==> src/rtl/demux8_32b_buf_if.sv <==
// demux8_32b_buf_if
//   Bundles the producer-side handshake and the eight-lane output bus of
//   demux8_32b_buf, plus the two status outputs.
//   Ports (signals):
//     in_valid, in_ready, in_data, in_sel   producer handshake and routing
//     out_valid, out_ready, out_data         eight-lane consumer handshake,
//                                            lane i at out_data[WIDTH*i +: WIDTH]
//     xfer_count, busy                       status
//   Modports:
//     slave  - the demux itself
//     master - the environment (producer + consumers)
interface demux8_32b_buf_if #(
  parameter int WIDTH = 32,
  parameter int CNT_W = 16
);
  logic               in_valid;
  logic               in_ready;
  logic [WIDTH-1:0]   in_data;
  logic [2:0]         in_sel;
  logic [7:0]         out_valid;
  logic [7:0]         out_ready;
  logic [8*WIDTH-1:0] out_data;
  logic [CNT_W-1:0]   xfer_count;
  logic               busy;

  modport slave (
    input  in_valid, in_data, in_sel, out_ready,
    output in_ready, out_valid, out_data, xfer_count, busy
  );

  modport master (
    output in_valid, in_data, in_sel, out_ready,
    input  in_ready, out_valid, out_data, xfer_count, busy
  );
endinterface

==> src/rtl/demux8_32b_buf.sv <==
// demux8_32b_buf
//   1:8 demultiplexer for WIDTH-bit words. One input word is routed to the
//   lane chosen by in_sel; every lane owns a one-entry holding register with
//   its own valid/ready handshake, so the producer and the eight consumers are
//   decoupled and a stalled lane never blocks the others.
//   Ports:
//     clk    rising-edge clock
//     rst_n  asynchronous reset, active low (clears valid bits, data, counter)
//     bus    demux8_32b_buf_if.slave:
//              in_valid/in_ready/in_data/in_sel  producer side
//              out_valid/out_ready/out_data      eight consumer lanes
//              xfer_count                        accepted words, wraps
//              busy                              any lane holding a word
module demux8_32b_buf #(
  parameter int WIDTH = 32,
  parameter int CNT_W = 16
) (
  input logic               clk,
  input logic               rst_n,
  demux8_32b_buf_if.slave   bus
);

  logic [7:0]       valid_q, valid_d;
  logic [WIDTH-1:0] data_q [8];
  logic [WIDTH-1:0] data_d [8];
  logic [CNT_W-1:0] count_q, count_d;
  logic             in_ready_w;
  logic             accept;

  // A lane can take a new word if it is empty or being drained this same
  // cycle; the latter is what lets a lane stream without bubbles.
  always_comb begin
    in_ready_w = ~valid_q[bus.in_sel] | bus.out_ready[bus.in_sel];
    accept     = bus.in_valid & in_ready_w;
  end

  always_comb begin
    valid_d = valid_q;
    count_d = count_q;
    for (int i = 0; i < 8; i++) begin
      data_d[i] = data_q[i];
      // A drain with no reload empties the lane; data is left in place so
      // consumers must qualify it with out_valid.
      if (valid_q[i] & bus.out_ready[i]) begin
        valid_d[i] = 1'b0;
      end
      // Reload takes priority over drain on the same lane.
      if (accept && (bus.in_sel == 3'(i))) begin
        valid_d[i] = 1'b1;
        data_d[i]  = bus.in_data;
      end
    end
    if (accept) begin
      count_d = count_q + 1'b1;
    end
  end

  always_ff @(posedge clk or negedge rst_n) begin
    if (!rst_n) begin
      valid_q <= '0;
      count_q <= '0;
      for (int i = 0; i < 8; i++) begin
        data_q[i] <= '0;
      end
    end else begin
      valid_q <= valid_d;
      count_q <= count_d;
      for (int i = 0; i < 8; i++) begin
        data_q[i] <= data_d[i];
      end
    end
  end

  genvar gi;
  generate
    for (gi = 0; gi < 8; gi++) begin : g_lane
      assign bus.out_data[WIDTH*gi +: WIDTH] = data_q[gi];
    end
  endgenerate

  assign bus.in_ready   = in_ready_w;
  assign bus.out_valid  = valid_q;
  assign bus.xfer_count = count_q;
  assign bus.busy       = |valid_q;

endmodule
==> src/flat_wrapper.sv <==
// flat-port wrapper written by rule: the top's interface ports become plain ports
module demux8_32b_buf_flat 
#(
  parameter int WIDTH = 32,
  parameter int CNT_W = 16
)
  (clk, rst_n, bus_in_valid, bus_in_data, bus_in_sel, bus_out_ready, bus_in_ready, bus_out_valid, bus_out_data, bus_xfer_count, bus_busy);
  demux8_32b_buf_if #(.WIDTH(WIDTH), .CNT_W(CNT_W)) bus_i ();
  input logic clk;
  input logic rst_n;
  input wire logic [$bits(bus_i.in_valid)-1:0] bus_in_valid;
  input wire logic [$bits(bus_i.in_data)-1:0] bus_in_data;
  input wire logic [$bits(bus_i.in_sel)-1:0] bus_in_sel;
  input wire logic [$bits(bus_i.out_ready)-1:0] bus_out_ready;
  output wire logic [$bits(bus_i.in_ready)-1:0] bus_in_ready;
  output wire logic [$bits(bus_i.out_valid)-1:0] bus_out_valid;
  output wire logic [$bits(bus_i.out_data)-1:0] bus_out_data;
  output wire logic [$bits(bus_i.xfer_count)-1:0] bus_xfer_count;
  output wire logic [$bits(bus_i.busy)-1:0] bus_busy;
  assign bus_i.in_valid = bus_in_valid;
  assign bus_i.in_data = bus_in_data;
  assign bus_i.in_sel = bus_in_sel;
  assign bus_i.out_ready = bus_out_ready;
  assign bus_in_ready = bus_i.in_ready;
  assign bus_out_valid = bus_i.out_valid;
  assign bus_out_data = bus_i.out_data;
  assign bus_xfer_count = bus_i.xfer_count;
  assign bus_busy = bus_i.busy;
  demux8_32b_buf #(.WIDTH(WIDTH), .CNT_W(CNT_W)) u_core (.clk(clk), .rst_n(rst_n), .bus(bus_i));
endmodule
==> config.mk <==
export PLATFORM = sky130hd
export DESIGN_NAME = demux8_32b_buf_flat
export DESIGN_NICKNAME = d
export VERILOG_FILES = /design/src/rtl/demux8_32b_buf_if.sv /design/src/rtl/demux8_32b_buf.sv /design/src/flat_wrapper.sv
export SDC_FILE = /design/constraint.sdc
export NUM_CORES = 1
export LEC_CHECK = 0
export ABC_AREA = 1
export CORE_UTILIZATION = 43
export CTS_CLUSTER_DIAMETER = 150
export DETAILED_ROUTE_END_ITERATION = 7
export PLACE_DENSITY = 0.83
export SETUP_SLACK_MARGIN = 0.4
export SYNTH_ARGS = -nofsm -noshare
export SYNTH_HDL_FRONTEND = slang
export SYNTH_SLANG_ARGS = --single-unit
==> constraint.sdc <==
create_clock -name clk -period 1.5 [get_ports clk]
set_input_delay 0.225 -clock clk [delete_from_list [all_inputs] [get_ports clk]]
set_output_delay 0.225 -clock clk [all_outputs]
set_load 0.01 [all_outputs]
==> out/summary.md, run 1 <==
In this run the worst hold path is classified as in2async. The largest net degree at the start of global routing was 57. For this run, design rule violations remaining after detail routing come to 0.

The most common cell in the synthesized netlist is sky130_fd_sc_hd__nand2_1. The die covers 27900 um^2. TritonCTS built the clock tree. The kind of cell with the highest combined delay along the critical path is buffers and inverters.

The maximum fanout count along the critical path was 5; the CTS sink count was 280. The vertical die dimension is 167 um. The worst setup path is launched from a flip-flop.

The area added between synthesis and finish works out to 82.8%. After routing, the total negative slack on setup checks comes to -97.55 ns. Dividing the detail-routed via count by the number of cells gives 5.93.

The number of buffers and inverters on the critical path is 6. The final count of hold timing violations came out at 0. The count of yosys warnings during synthesis came out at 0.

The total number of placement rows was 60; the max-cap check violation count was 0. The path type of the worst setup path is reg2reg. Buffers inserted during clock tree synthesis total 29. The post-synthesis average cell area is 8.64 um^2.

Headroom to the max-slew limit came out at 46.0%. The total number of cells along the worst setup path is 15, and the weighted congestion at the end of routability-driven global placement is 0.867. The routed layout has 13500 vias. The post-detailed-placement half-perimeter wirelength is 26400 um. The checks that failed: negative setup slack. Prior to clock tree synthesis, the placed netlist has a worst setup slack of -0.851 ns.

The cell seen most often among critical-path stages is sky130_fd_sc_hd__nand2_1. Walking the worst path, the cells encountered are nand2_1 -> nand2_1 -> nand2_2 -> nand2_2 -> nand3_4 -> nand2_4 -> buf_6 -> nor2_8 -> buf_8 -> buf_12 -> buf_16 -> buf_12 -> buf_16 -> nand3_2 -> nand2_1. Average routed wire per standard cell: 25.8 um. The number of antenna violations at the first check in global routing is 3, and the initial standard-cell utilization of the core is 43.7%. Number of flops mapped to enable cells by yosys: 0. Setup repair after global routing could not meet its margin everywhere. The design draws 28.8 mW. Summing all placed instances gives a cell area of 15800 um^2. The root buffer cell chosen for the clock tree is sky130_fd_sc_hd__clkbuf_16. In the synthesized netlist the async set-or-reset flop fraction comes to 100%.

In this run the standard cell core region covers 26800 um^2. The most used flip-flop cell after synthesis is sky130_fd_sc_hd__dfrtp_1. In this run the static leakage power is 10.7 nW. VDD sags by at most 0.000850 V. The transition time of the tightest slew-check pin works out to 0.808 ns. Cells with a size suffix above 1 make up 56.6% of the layout. For this design the top-level I/O count stands at 328. In this run the register-to-register setup slack is -0.47 ns. Of the synthesized area, sequential elements account for 59.9%. The synthesized area was 11700 um^2; the post-route core utilization was 79.8%. In the finished design, the share of the clock period the worst path needs comes to 131%. Data on the critical path arrives at its endpoint at 2.40 ns. Die width: 167 um. At the worst endpoint, the required time is 1.93 ns. During placement, the flow inserted port buffers numbering 327. The final max-slew violation count was 0. The tools report the clock skew after layout as 0.0340 ns. The path depth of the worst reg2reg path is 15, and the final critical-path required period is 1.97 ns.

After synthesis, the most frequently instantiated cells are sky130_fd_sc_hd__nand2_1, sky130_fd_sc_hd__dfrtp_1, sky130_fd_sc_hd__nand3_1. After synthesis, the netlist uses 24 different library cells. The share of synthesized area in the top cell type comes to 59.9%. The final worst slack came out at -0.470 ns. The worst register-to-register path ends at u_core.bus.out_data[176]$_DFFE_PN0P_. The tools report the post-detailed-route count of antenna-violating nets as 0.

By area the synthesized netlist is led by sky130_fd_sc_hd__dfrtp_1, sky130_fd_sc_hd__nand2_1, sky130_fd_sc_hd__nand3_1. In this run the critical register-to-register path is launched from u_core.bus.out_valid[3]$_DFFE_PN0P_. The detailed router finished its first iteration with 1395 violations. Once layout is done, the placed cells without fillers occupy 21400 um^2. Counting every net in the synthesized netlist gives 1401.

The number of failing setup endpoints in the final timing report came out at 283. The overall fraction of global-route tracks in use was 36.3%; the number of synthesized register bits was 280. The biggest area contributor in the post-synthesis netlist is sky130_fd_sc_hd__dfrtp_1.

Derived from the worst setup path, the maximum achievable clock frequency is 0.508 GHz. The tools report the clock latency reported for the late side of the worst-skew pair as 0.57 ns. For this design the ratio of total power to cell area is 1350 nW/um^2.

The cell count after synthesis came out at 1354. For this run, the detailed router's first-pass iteration total came to 5. The logs give 0 for the residual overflow from global routing and 1961 for the final layout net count.

Clock transition at the registers of the reported paths: 0.07 ns. The logs give 77100 um for the global-route wire length before repair and 13100 for the number of global-route vias before repair. The final layout contains routed wiring with a total length of 58800 um. No sink is reached through more buffers than the 3 on the longest clock path. In this design, the stage delay of the slowest critical-path cell is 0.38 ns.

For this design, the slowest cell found on the critical path is sky130_fd_sc_hd__dfrtp_1. STA classifies the critical path endpoint as a flip-flop. The run finished, with violations left.

The tools report the level count of the clock H-tree as 1.
-- state kept, by name, summed over array words and instances, names as in the netlist --
signal                 count
u_core.bus.out_valid       8
u_core.bus.xfer_count     16
u_core.bus.out_data      256
-- final cells by class --
cell class,count,area (um^2)
inverter,30,118
antenna,1,2.50
multi-input combinational,931,6190
clock buffer,42,835
fill,1401,5420
clock inverter,12,214
timing repair buffer,642,6580
tap,341,427
sequential,280,7010
-- where the power goes --
| part | switching [mW] | internal, mW |
|---|---|---|
| combinational | 5.01 | 4.91 |
| sequential | 1.45 | 9.21 |
| clock | 3.31 | 4.89 |
-- per-layer routing --
metal  share of wire (%)  GRT usage [%]
met1                  35           45.7
met2                  46           57.4
met3                  12           9.70
met4                 7.0           19.3
met5               0.053              0
-- cell usage in the layout (no fill, tap or decap), drive strengths merged --
cell type / n
bufinv: 6
clkinv: 5
nor2: 29
xor2: 10
nor3: 1
diode: 1
buf: 589
ha: 1
a21oi: 1
dlygate4sd2: 1
o21ai: 17
inv: 31
clkbuf: 50
dfrtp: 280
nand2: 590
a21boi: 1
nand4: 10
nand3: 270
nor4: 1
clkdlybuf4s50: 43
dlygate4sd3: 1
-- per-stage QoR --
step                hold WS (ns)  instances
floorplan                -0.0706       1354
global placement           0.166       1990
detailed placement         0.168       1990
CTS                        0.193       2217
global route               0.191       2278
finish                     0.171       2279
-- what timing repair did --
action / 4_1_cts / 5_1_grt
pin swaps: 121 / 147
endpoints found under the hold margin: 136 / 0
resized for setup: 1531 / 367
buffers inserted: 131 / 52
setup endpoints to repair: 562 / 562
hold buffers: 1 / 0
cloned: 41 / 9
-- kinds of logic after synthesis --
| kind of cell | after synthesis | synth area share [%] |
|---|---|---|
| simple gates | 901 | 32.5 |
| fa+ha+maj | 1 | 0.107 |
| flops | 280 | 59.9 |
| buf+inv | 143 | 5.91 |
| xor+xnor | 10 | 0.749 |
| compound gates | 19 | 0.834 |
-- worst max-delay path by stage --
stage / startpoint / end
after floorplan: u_core.bus.out_valid[7]$_DFFE_PN0P_ / u_core.bus.out_data[130]$_DFFE_PN0P_
after global placement: bus_in_sel[0] / u_core.bus.out_data[202]$_DFFE_PN0P_
after detailed placement: bus_in_sel[0] / u_core.bus.out_data[194]$_DFFE_PN0P_
after CTS: u_core.bus.out_valid[7]$_DFFE_PN0P_ / bus_busy
after global routing: u_core.bus.out_valid[0]$_DFFE_PN0P_ / u_core.bus.out_data[176]$_DFFE_PN0P_
final: u_core.bus.out_valid[3]$_DFFE_PN0P_ / u_core.bus.out_data[176]$_DFFE_PN0P_
No activity file was read; power rests on OpenSTA's default activity.
==> inputs of run 2 (changes only) <==
--- a/config.mk
+++ b/config.mk
@@ -7,7 +7,7 @@
 export LEC_CHECK = 0
 export ABC_AREA = 1
 export CORE_UTILIZATION = 43
-export CTS_CLUSTER_DIAMETER = 150
+export CTS_CLUSTER_DIAMETER = 50
 export DETAILED_ROUTE_END_ITERATION = 7
 export PLACE_DENSITY = 0.83
 export SETUP_SLACK_MARGIN = 0.4
==> run 2 against run 1 <==
  * The flow still finishes with violations (negative setup slack)
  * Maximum frequency is 4.3% higher
  * Critical path depth is 1 lower
  * Clock power is 1% higher
  * Core utilization is 0.56 points lower
  * Combinational power hardly changed
  * Sequential cell count stayed put
  * Design area is 0.71% lower
==> out/summary.md, run 2 (same netlist as run 1, synthesis figures left out) <==
Path class of the lowest-slack min-delay path: in2async. The smallest clock period supported by the final layout is computed as 1.89 ns. The number of failing setup endpoints in the final timing report came out at 283. The final max-slew violation count is 0. The maximum fanout count along the critical path is 8, and the share of layout cells above drive strength 1 is 54.5%. The average routed wire per standard cell is 24.9 um. The number of buffers inserted by port buffering was 327; the worst hold slack after final layout was 0.181 ns.

The die covers 27900 um^2. Counting every sink on the clock net gives 280. The analysis attributes to cell leakage a power of 10.9 nW.

The number of CTS-inserted buffers came out at 30. The floorplan has 60 rows. The worst pin sits at a relative slew slack of 50.9%. The final count of hold timing violations came out at 0. The cell sitting at the root of the clock tree is a sky130_fd_sc_hd__clkbuf_16. The run finished, with violations left. In the global route stage, overall resource usage came out at 34.5%. The core region is 26800 um^2. The met2 track demand over resource was 54.4%. The area growth from synthesis to layout is 81.5%. At the pin with the least slew margin, the transition time is 0.734 ns. STA classifies the critical path startpoint as a flip-flop. The final reports fail on negative setup slack.

The worst setup path is captured at a flip-flop. Once layout is complete, the utilization of the core stands at 79.2%. In the global route stage, met1 resource usage came out at 44.4%. The tools report the worst path arrival time as 2.33 ns. The largest net degree at the start of global routing was 57. Once layout is done, the placed cells without fillers occupy 21200 um^2. The run gives 1.94 ns as the required time of the worst setup path. For the number of antenna violations at the first check in global routing, the log shows 1.

The initial utilization of the core area, before any placement, comes to 43.7%. The iteration-0 DRC count of the detailed router was 1466. The clock passes through at most 3 buffers. For the level count of the clock H-tree, the log shows 1. Setup total negative slack on the finished layout was measured at -77.72 ns. The final layout contains 2018 nets. The final layout contains routed wiring with a total length of 58100 um. For this run, design rule violations remaining after detail routing come to 0.

Leading cell type in the layout, fill and taps excluded: sky130_fd_sc_hd__nand2_1. The portion of the clock cycle consumed by the worst path in the final layout came out at 126%. The setup path with the least slack is of type reg2reg. The die is 167 um tall. The register with the most flip-flops in the layout has 256 of them. At the end of routability-driven placement, the weighted congestion stood at 0.867. The clock reaches the later pin of the worst-skew pair after 0.57 ns. Global-route wire length before repair: 73300 um. Clock-pin slew was measured on the worst setup and hold paths at 0.07 ns. Die width: 167 um. For the residual overflow from global routing, the log shows 0. The first TritonRoute pass finished after 6 iterations. The logs give 12700 for the number of global-route vias before repair and 8.10% for the met3 usage in global routing. For the final database, setup skew stands at 0.0181 ns. The global routing stage identified its most utilized layer as met2.

Setup repair after global routing could not meet its margin everywhere. In the layout the commonest cells are sky130_fd_sc_hd__nand2_1, sky130_fd_sc_hd__dfrtp_1, sky130_fd_sc_hd__buf_4, sky130_fd_sc_hd__buf_2, sky130_fd_sc_hd__nand2_2. 328 I/O pins were placed. Final worst slack: -0.389 ns. Derived from the worst setup path, the maximum achievable clock frequency is 0.529 GHz. The tools report the largest voltage drop on the vdd net as 0.000897 V. The tools report the cell area reported after detailed placement as 15800 um^2.

For the vias after detailed routing, the log shows 13700. Dividing the detail-routed via count by the number of cells gives 5.88. TritonCTS built the clock tree. For the post-detailed-placement half-perimeter wirelength, the log shows 26400 um. The tool flagged a number of max-cap violations equal to 0. The post-detailed-route count of antenna-violating nets was 0. The power per unit of standard cell area works out to 1370 nW/um^2.
run 2: changes by cell type in the layout (fill, tap and decap cells not counted), sizes merged:
cell and delta:
buf +43, clkbuf +14, clkinv -1, clkinvlp +1, inv +1
run 2: power by group:
group | internal (mW) | switching [mW] | total [mW]
Sequential | 9.21 | 1.39 | 10.6
Clock | 5.03 | 3.28 | 8.31
Combinational | 5.19 | 5.04 | 10.2
run 2: per-stage QoR:
stage | power, mW | setup WS, ns | std cells
5_1_grt | 30.0 | -0.452 | 2337
3_3_place_gp | 17.5 | -0.825 | 1990
6_report | 29.1 | -0.389 | 2337
4_1_cts | 26.4 | -0.367 | 2218
3_5_place_dp | 17.7 | -0.851 | 1990
2_1_floorplan | 13.0 | 0.0705 | 1354
run 2: layout make-up:
type / instances / area (um^2)
clock buffer: 43 / 860
clock inverter: 13 / 236
fill: 1458 / 5570
timing repair buffer: 698 / 6890
sequential: 280 / 7010
multi-input combinational: 931 / 5690
tap: 341 / 427
antenna: 1 / 2.50
inverter: 30 / 115
run 2: path summary, 6_finish.rpt:
| kind | start | to | slack [ns] | cells after the start |
|---|---|---|---|---|
| min | rst_n | u_core.bus.out_data[196]$_DFFE_PN0P_ | 0.18 | 2 |
| min reg2reg | u_core.bus.out_data[228]$_DFFE_PN0P_ | u_core.bus.out_data[228]$_DFFE_PN0P_ | 0.48 | 2 |
| max in group asynchronous | rst_n | u_core.bus.out_data[190]$_DFFE_PN0P_ | 0.64 | 3 |
| max reg2reg | u_core.bus.out_valid[4]$_DFFE_PN0P_ | u_core.bus.out_data[189]$_DFFE_PN0P_ | -0.39 | 14 |
| max | u_core.bus.out_valid[4]$_DFFE_PN0P_ | u_core.bus.out_data[189]$_DFFE_PN0P_ | -0.39 | 14 |
| min in group clk | bus_out_ready[3] | u_core.bus.out_valid[3]$_DFFE_PN0P_ | 0.26 | 2 |
run 2: repair_timing:
action | CTS | global route
endpoints found under the setup margin | 562 | 562
gates resized for setup | 1386 | 398
gates cloned | 34 | 16
buffers inserted | 137 | 102
hold endpoints to repair | 176 | 0
pin swaps | 35 | 106
hold buffers | 1 | 0
run 2: per-layer routing:
metal / share of wire, % / vias up
met5: 0 / -
met4: 7.2 / 0
met3: 12 / 360
met2: 46 / 1153
met1: 35 / 6666
li1: - / 5554
run 2: critical path, cell delays in order, from the launching register on:
cell	delay, ns
sky130_fd_sc_hd__dfrtp_1	0.42
sky130_fd_sc_hd__nand2_1	0.08
sky130_fd_sc_hd__nand2_1	0.05
sky130_fd_sc_hd__nand2_1	0.06
sky130_fd_sc_hd__nand2_2	0.07
sky130_fd_sc_hd__nand3_4	0.07
sky130_fd_sc_hd__buf_6	0.10
sky130_fd_sc_hd__buf_6	0.08
sky130_fd_sc_hd__buf_6	0.12
sky130_fd_sc_hd__nand4_1	0.13
sky130_fd_sc_hd__buf_6	0.18
sky130_fd_sc_hd__buf_12	0.14
sky130_fd_sc_hd__buf_16	0.14
sky130_fd_sc_hd__nand2_2	0.06
sky130_fd_sc_hd__nand2_1	0.08
